$ cat config.mk
export PLATFORM = sky130hd
export DESIGN_NAME = drum_acc
export DESIGN_NICKNAME = d
export VERILOG_FILES = /design/src/rtl/drum_pkg.sv /design/src/rtl/drum_acc_add.sv /design/src/rtl/drum_acc.sv
export SDC_FILE = /design/constraint.sdc
export NUM_CORES = 1
export LEC_CHECK = 0
export BUFFER_PORTS_ARGS = -buffer_cell sky130_fd_sc_hd__buf_2
export CORE_AREA = 8 8 113 115
export CTS_BUF_LIST = sky130_fd_sc_hd__clkbuf_16
export CTS_CLUSTER_SIZE = 20
export DETAILED_ROUTE_END_ITERATION = 16
export DIE_AREA = 0 0 121 123
export GPL_ROUTABILITY_DRIVEN = 0
export PLACE_DENSITY = 0.72
export SYNTH_ARGS = -nofsm -noshare
export SYNTH_HDL_FRONTEND = slang
export SYNTH_HIERARCHICAL = 1
export SYNTH_SLANG_ARGS = --single-unit
$ cat constraint.sdc
create_clock -name clk -period 2.6 [get_ports clk]
set_clock_uncertainty 0.1 [all_clocks]
set_input_delay 0.52 -clock clk [delete_from_list [all_inputs] [get_ports clk]]
set_output_delay 0.52 -clock clk [all_outputs]
set_load 0.005 [all_outputs]
$ cat src/rtl/drum_pkg.sv
// Shared constants and types for the DRUM approximate multiplier datapath and
// its frame accumulator.
package drum_pkg;

  localparam int K_IN   = 4;
  localparam int N_IN   = 16;
  localparam int M_IN   = 16;
  localparam int PROD_W = N_IN + M_IN;

  typedef enum logic [1:0] {
    IDLE,
    ACCUM,
    HOLD
  } acc_state_e;

endpackage

$ cat src/rtl/drum_acc_add.sv
// Combinational unsigned ACC_W-bit adder with carry out.
// When DRUM_ACC_SAT_EN is defined, a carry clamps the sum to all ones.
module drum_acc_add #(
  parameter int ACC_W  = 40,
  parameter int PROD_W = 32
) (
  input  logic [ACC_W-1:0]  a,
  input  logic [PROD_W-1:0] b,
  output logic [ACC_W-1:0]  sum,
  output logic              carry
);

  logic [ACC_W:0] full;

  assign full  = {1'b0, a} + {{(ACC_W + 1 - PROD_W){1'b0}}, b};
  assign carry = full[ACC_W];

`ifdef DRUM_ACC_SAT_EN
  // A clamped sum stays clamped: any further nonzero beat carries again.
  assign sum = carry ? {ACC_W{1'b1}} : full[ACC_W-1:0];
`else
  assign sum = full[ACC_W-1:0];
`endif

endmodule

$ cat src/rtl/drum_acc.sv
// Frame accumulator for DRUM approximate products (accumulate half of a MAC).
// Optional clamp-on-overflow is enabled by defining DRUM_ACC_SAT_EN.
module drum_acc #(
  parameter  int PROD_W  = drum_pkg::PROD_W,
  parameter  int ACC_W   = 40,
  parameter  int MAX_LEN = 256,
  localparam int CNT_W   = $clog2(MAX_LEN) + 1
) (
  input  logic              clk,
  input  logic              rst,
  input  logic              prod_valid,
  output logic              prod_ready,
  input  logic [PROD_W-1:0] prod_data,
  input  logic              prod_last,
  output logic              out_valid,
  input  logic              out_ready,
  output logic [ACC_W-1:0]  out_data,
  output logic [CNT_W-1:0]  out_cnt,
  output logic              out_ovf
);
  import drum_pkg::*;

  localparam logic [CNT_W-1:0] MAX_CNT = CNT_W'(MAX_LEN);

  acc_state_e       state;
  logic [ACC_W-1:0] acc;
  logic [ACC_W-1:0] add_sum;
  logic [CNT_W-1:0] cnt;
  logic             ovf;
  logic             add_carry;
  logic             xfer;
  logic             close;

  assign prod_ready = (state != HOLD);
  assign xfer       = prod_valid && prod_ready;

  drum_acc_add #(
    .ACC_W  (ACC_W),
    .PROD_W (PROD_W)
  ) u_add (
    .a     (acc),
    .b     (prod_data),
    .sum   (add_sum),
    .carry (add_carry)
  );

  // The first beat sets the count to 1; later beats close when they reach MAX_LEN.
  assign close = prod_last ||
                 ((state == IDLE) ? (MAX_LEN == 1) : ((cnt + 1'b1) == MAX_CNT));

  always_ff @(posedge clk) begin
    if (rst) begin
      state     <= IDLE;
      acc       <= '0;
      cnt       <= '0;
      ovf       <= 1'b0;
      out_valid <= 1'b0;
    end else begin
      case (state)
        IDLE: if (xfer) begin
          acc       <= ACC_W'(prod_data);
          cnt       <= CNT_W'(1);
          ovf       <= 1'b0;
          state     <= close ? HOLD : ACCUM;
          out_valid <= close;
        end
        ACCUM: if (xfer) begin
          acc       <= add_sum;
          cnt       <= cnt + 1'b1;
          ovf       <= ovf | add_carry;
          state     <= close ? HOLD : ACCUM;
          out_valid <= close;
        end
        HOLD: if (out_ready) begin
          acc       <= '0;
          cnt       <= '0;
          ovf       <= 1'b0;
          state     <= IDLE;
          out_valid <= 1'b0;
        end
        default: begin
          state     <= IDLE;
          out_valid <= 1'b0;
        end
      endcase
    end
  end

  assign out_data = acc;
  assign out_cnt  = cnt;
  assign out_ovf  = ovf;

endmodule

==> results.md <==
* Run status: completed
* Max_cap viols at 0
* Initial core utilization at a little over two fifths
* Crit-path max FO at 6
* Clock sinks at 52
* CP Capture Type: flip-flop
* Area fraction of the dominant cell type after synthesis at between 20% and 30%
* Hold Path Class: in2reg
* Max_slew headroom at 21.1%
* Critical Path RT at about 2700 ps
* Number of global-route vias before repair at roughly 5400
* Sw Pwr at around 0.0013 W
* Max clock buf depth at 2
* Area leader, netlist: dfxtp_1
* Port Buffers at 88
* Seq/Total Area, Yosys at ~22%
* Cell variety after synth at 80
* Final Cycle Share at between 90% and 100%
* Combinational fraction of design power at between 40% and 50%
* First-pass GRT wire length at approximately 25 mm
* Minimum clock period at around 2500 ps
* Type of origin of the critical path: flip-flop
* Yosys warnings at 6
* Switch share at roughly two fifths
* Rows at 39
* Initial antenna violation count at 0
* Routed len/inst at between 15 and 20 um
* RSZ-0062 raised after global routing: yes
* CP Class: reg2reg
* DR iter-0 viols at around 470
* Share of layout cells above drive strength 1 at between 30% and 40%
* Max Clock Freq at roughly 390 MHz
* Leakage at about 2.8 nW
* IR Drop Worst-Case VDD at between 0.3 and 0.4 mV
* Setup Viol. Count Final at 0
* Post-CTS Hold Buffers at 0
* Synth Flop Type: dfxtp_1
* Die width at about 120 um
* Top post-synthesis cells by area: dfxtp_1, ha_1, a221oi_1
* Num CTS Buffers at 5
* Clk network pwr share at about 22%
* Synth Cell Area at 0.00480 mm^2
* Commonest non-fill, non-tap cell in the layout: buf_4
* Post-synth EDFFs at 0
* Worst Tran Pin Value at between 1000 and 1500 ps
* Routed wire length at 15.8 mm
* Critical Path AT at between 2000 and 3000 ps
* GRT Overall Usage at 20.3%
* Clk slew on worst S/H paths at 80 ps
* Avg Cell Area, Syn at 7.68 um^2
* Antenna Cells at 0
* Yosys reg bits at between 50 and 60
* Nets@finish at roughly 860
* # IOs at between 80 and 90
* Commonest cells after routing, fill and taps aside: buf_4, buf_2, nor2_1
* Synth Instances at between 600 and 700
* Die height at 123 um
* Routed Antenna Nets at 0
* Vias at 5537
* Fraction of registers with async set/reset at 0%
* Setup ws final at about 50 ps
* Seq pwr share at between 20% and 30%
* H-tree Lvls at 2
* Tot Pwr at between 0.003 and 0.004 W
* Syn nets at roughly 700
* Drt pass-1 iters at 5
* P_int at 0.00198 W
* Die outline area at between 0.01 and 0.015 mm^2
* Vias per std cell at roughly 6.0
* Root buf cell: clkbuf_16
* Worst-Skew Late Latency at around 310 ps
* Final hold vios at 0
* Overflow after GRT at 0
* Max-slew violations at 0
* Reg2reg setup slack at 50 ps
* Hpwl dp at about 12 mm
* Drt drc at 0
* Pre-CTS setup slack at -437 ps
* CTS tree: built
* PwrDens at roughly 510 mW/mm^2
* CORE AREA at roughly 0.011 mm^2
* Maximum number of pins on one net before global-route repair at 39
* Layout area overhead at 33.9%
==> synthesized netlist by cell type, types with 5 or more instances <==
cell type	n
nand4b_1	5
o21ai_1	5
dfxtp_1	52
a21oi_1	54
a21o_1	14
a221oi_1	34
clkbuf_1	15
nand2_1	53
o21a_1	12
o21ai_0	22
nand4_1	9
inv_1	22
a31oi_1	7
nor3_1	44
ha_1	37
nand3_1	17
o211ai_1	6
xnor2_1	20
buf_4	6
xor2_1	10
and3_1	5
nor2_1	69
buf_2	13
==> kinds of logic after synthesis <==
group / share of synthesized area [%]
AO/OA/AOI/OAI: 30.8
XOR/XNOR: 5.47
adder cells (fa/ha/maj): 10.1
buffers and inverters: 5.89
flip-flops: 21.7
multiplexers: 0.625
AND/OR/NAND/NOR: 25.5
==> worst max-delay path, cell delays in order, from the launching register on <==
cell,delay (ps)
dfxtp_1,340
ha_2,380
nand4_1,150
buf_4,160
nor2_1,170
o211ai_1,130
buf_4,170
a31oi_4,240
nand4bb_1,190
nand3_2,90
a221oi_2,230
nor3_1,70
==> path summary, 6_finish.rpt <==
check | startpoint | endpoint | cells after the start
worst max register to register | out_data[11]$_SDFFE_PP0P_ | out_data[29]$_SDFFE_PP0P_ | 11
worst min-delay path | prod_last | state[0]$_SDFFE_PP0P_ | 2
worst max-delay path | out_data[11]$_SDFFE_PP0P_ | out_data[29]$_SDFFE_PP0P_ | 11
worst min register to register | out_data[36]$_SDFFE_PP0P_ | out_data[36]$_SDFFE_PP0P_ | 2
==> flip-flops by register name, summed over array words and instances (netlist names) <==
| register | cells |
|---|---|
| out_data | 40 |
| state | 1 |
| out_ovf | 1 |
| out_cnt | 9 |
| out_valid | 1 |
==> power by group through the flow <==
stage | logic [W] | clock network, W | registers [W]
after global placement | 0.00143 | 0 | 0.000928
after CTS | 0.00149 | 0.000749 | 0.000916
after floorplan | 0.000905 | 0 | 0.000935
after detailed placement | 0.00147 | 0 | 0.000931
final | 0.00161 | 0.000733 | 0.000926
after global routing | 0.00176 | 0.000776 | 0.000934
==> cell type report <==
class | count | area, um^2
inverter | 22 | 82.6
clock buffer | 5 | 125
fill | 1017 | 4640
sequential | 52 | 1050
clock inverter | 3 | 28.8
timing repair buffer | 190 | 1210
tap | 143 | 179
multi-input combinational | 515 | 3770
==> through the flow <==
step | util [%] | instances | setup TNS (ps) | instance area, um^2 | hold slack, ps
final | 58.1 | 930 | 0 | 6430 | 329
after global routing | 58.1 | 930 | -647 | 6430 | 331
after CTS | 55.7 | 925 | 0 | 6170 | 325
after detailed placement | 53.8 | 917 | -6550 | 5960 | 393
after global placement | 53.8 | 917 | -5090 | 5960 | 383
after floorplan | - | 626 | 0 | 4800 | 384
==> repair_timing <==
item                                    4_1_cts  5_1_grt
gates cloned                                  0        0
pin swaps                                     5       23
endpoints found under the setup margin        4       24
setup buffers                                 0        5
gates resized for setup                       8       42
==> per-layer routing <==
metal | global-route usage, % | share of wire [%] | wire length [um] | vias up
li1 | - | - | - | 2681
met1 | 25.7 | 45 | 7070 | 2636
met4 | 5.70 | 1.4 | 227 | 0
met3 | 3.01 | 5.4 | 848 | 20
met2 | 35.0 | 49 | 7680 | 200
met5 | 0 | 0 | 0 | -
No activity file was read; power rests on OpenSTA's default activity.
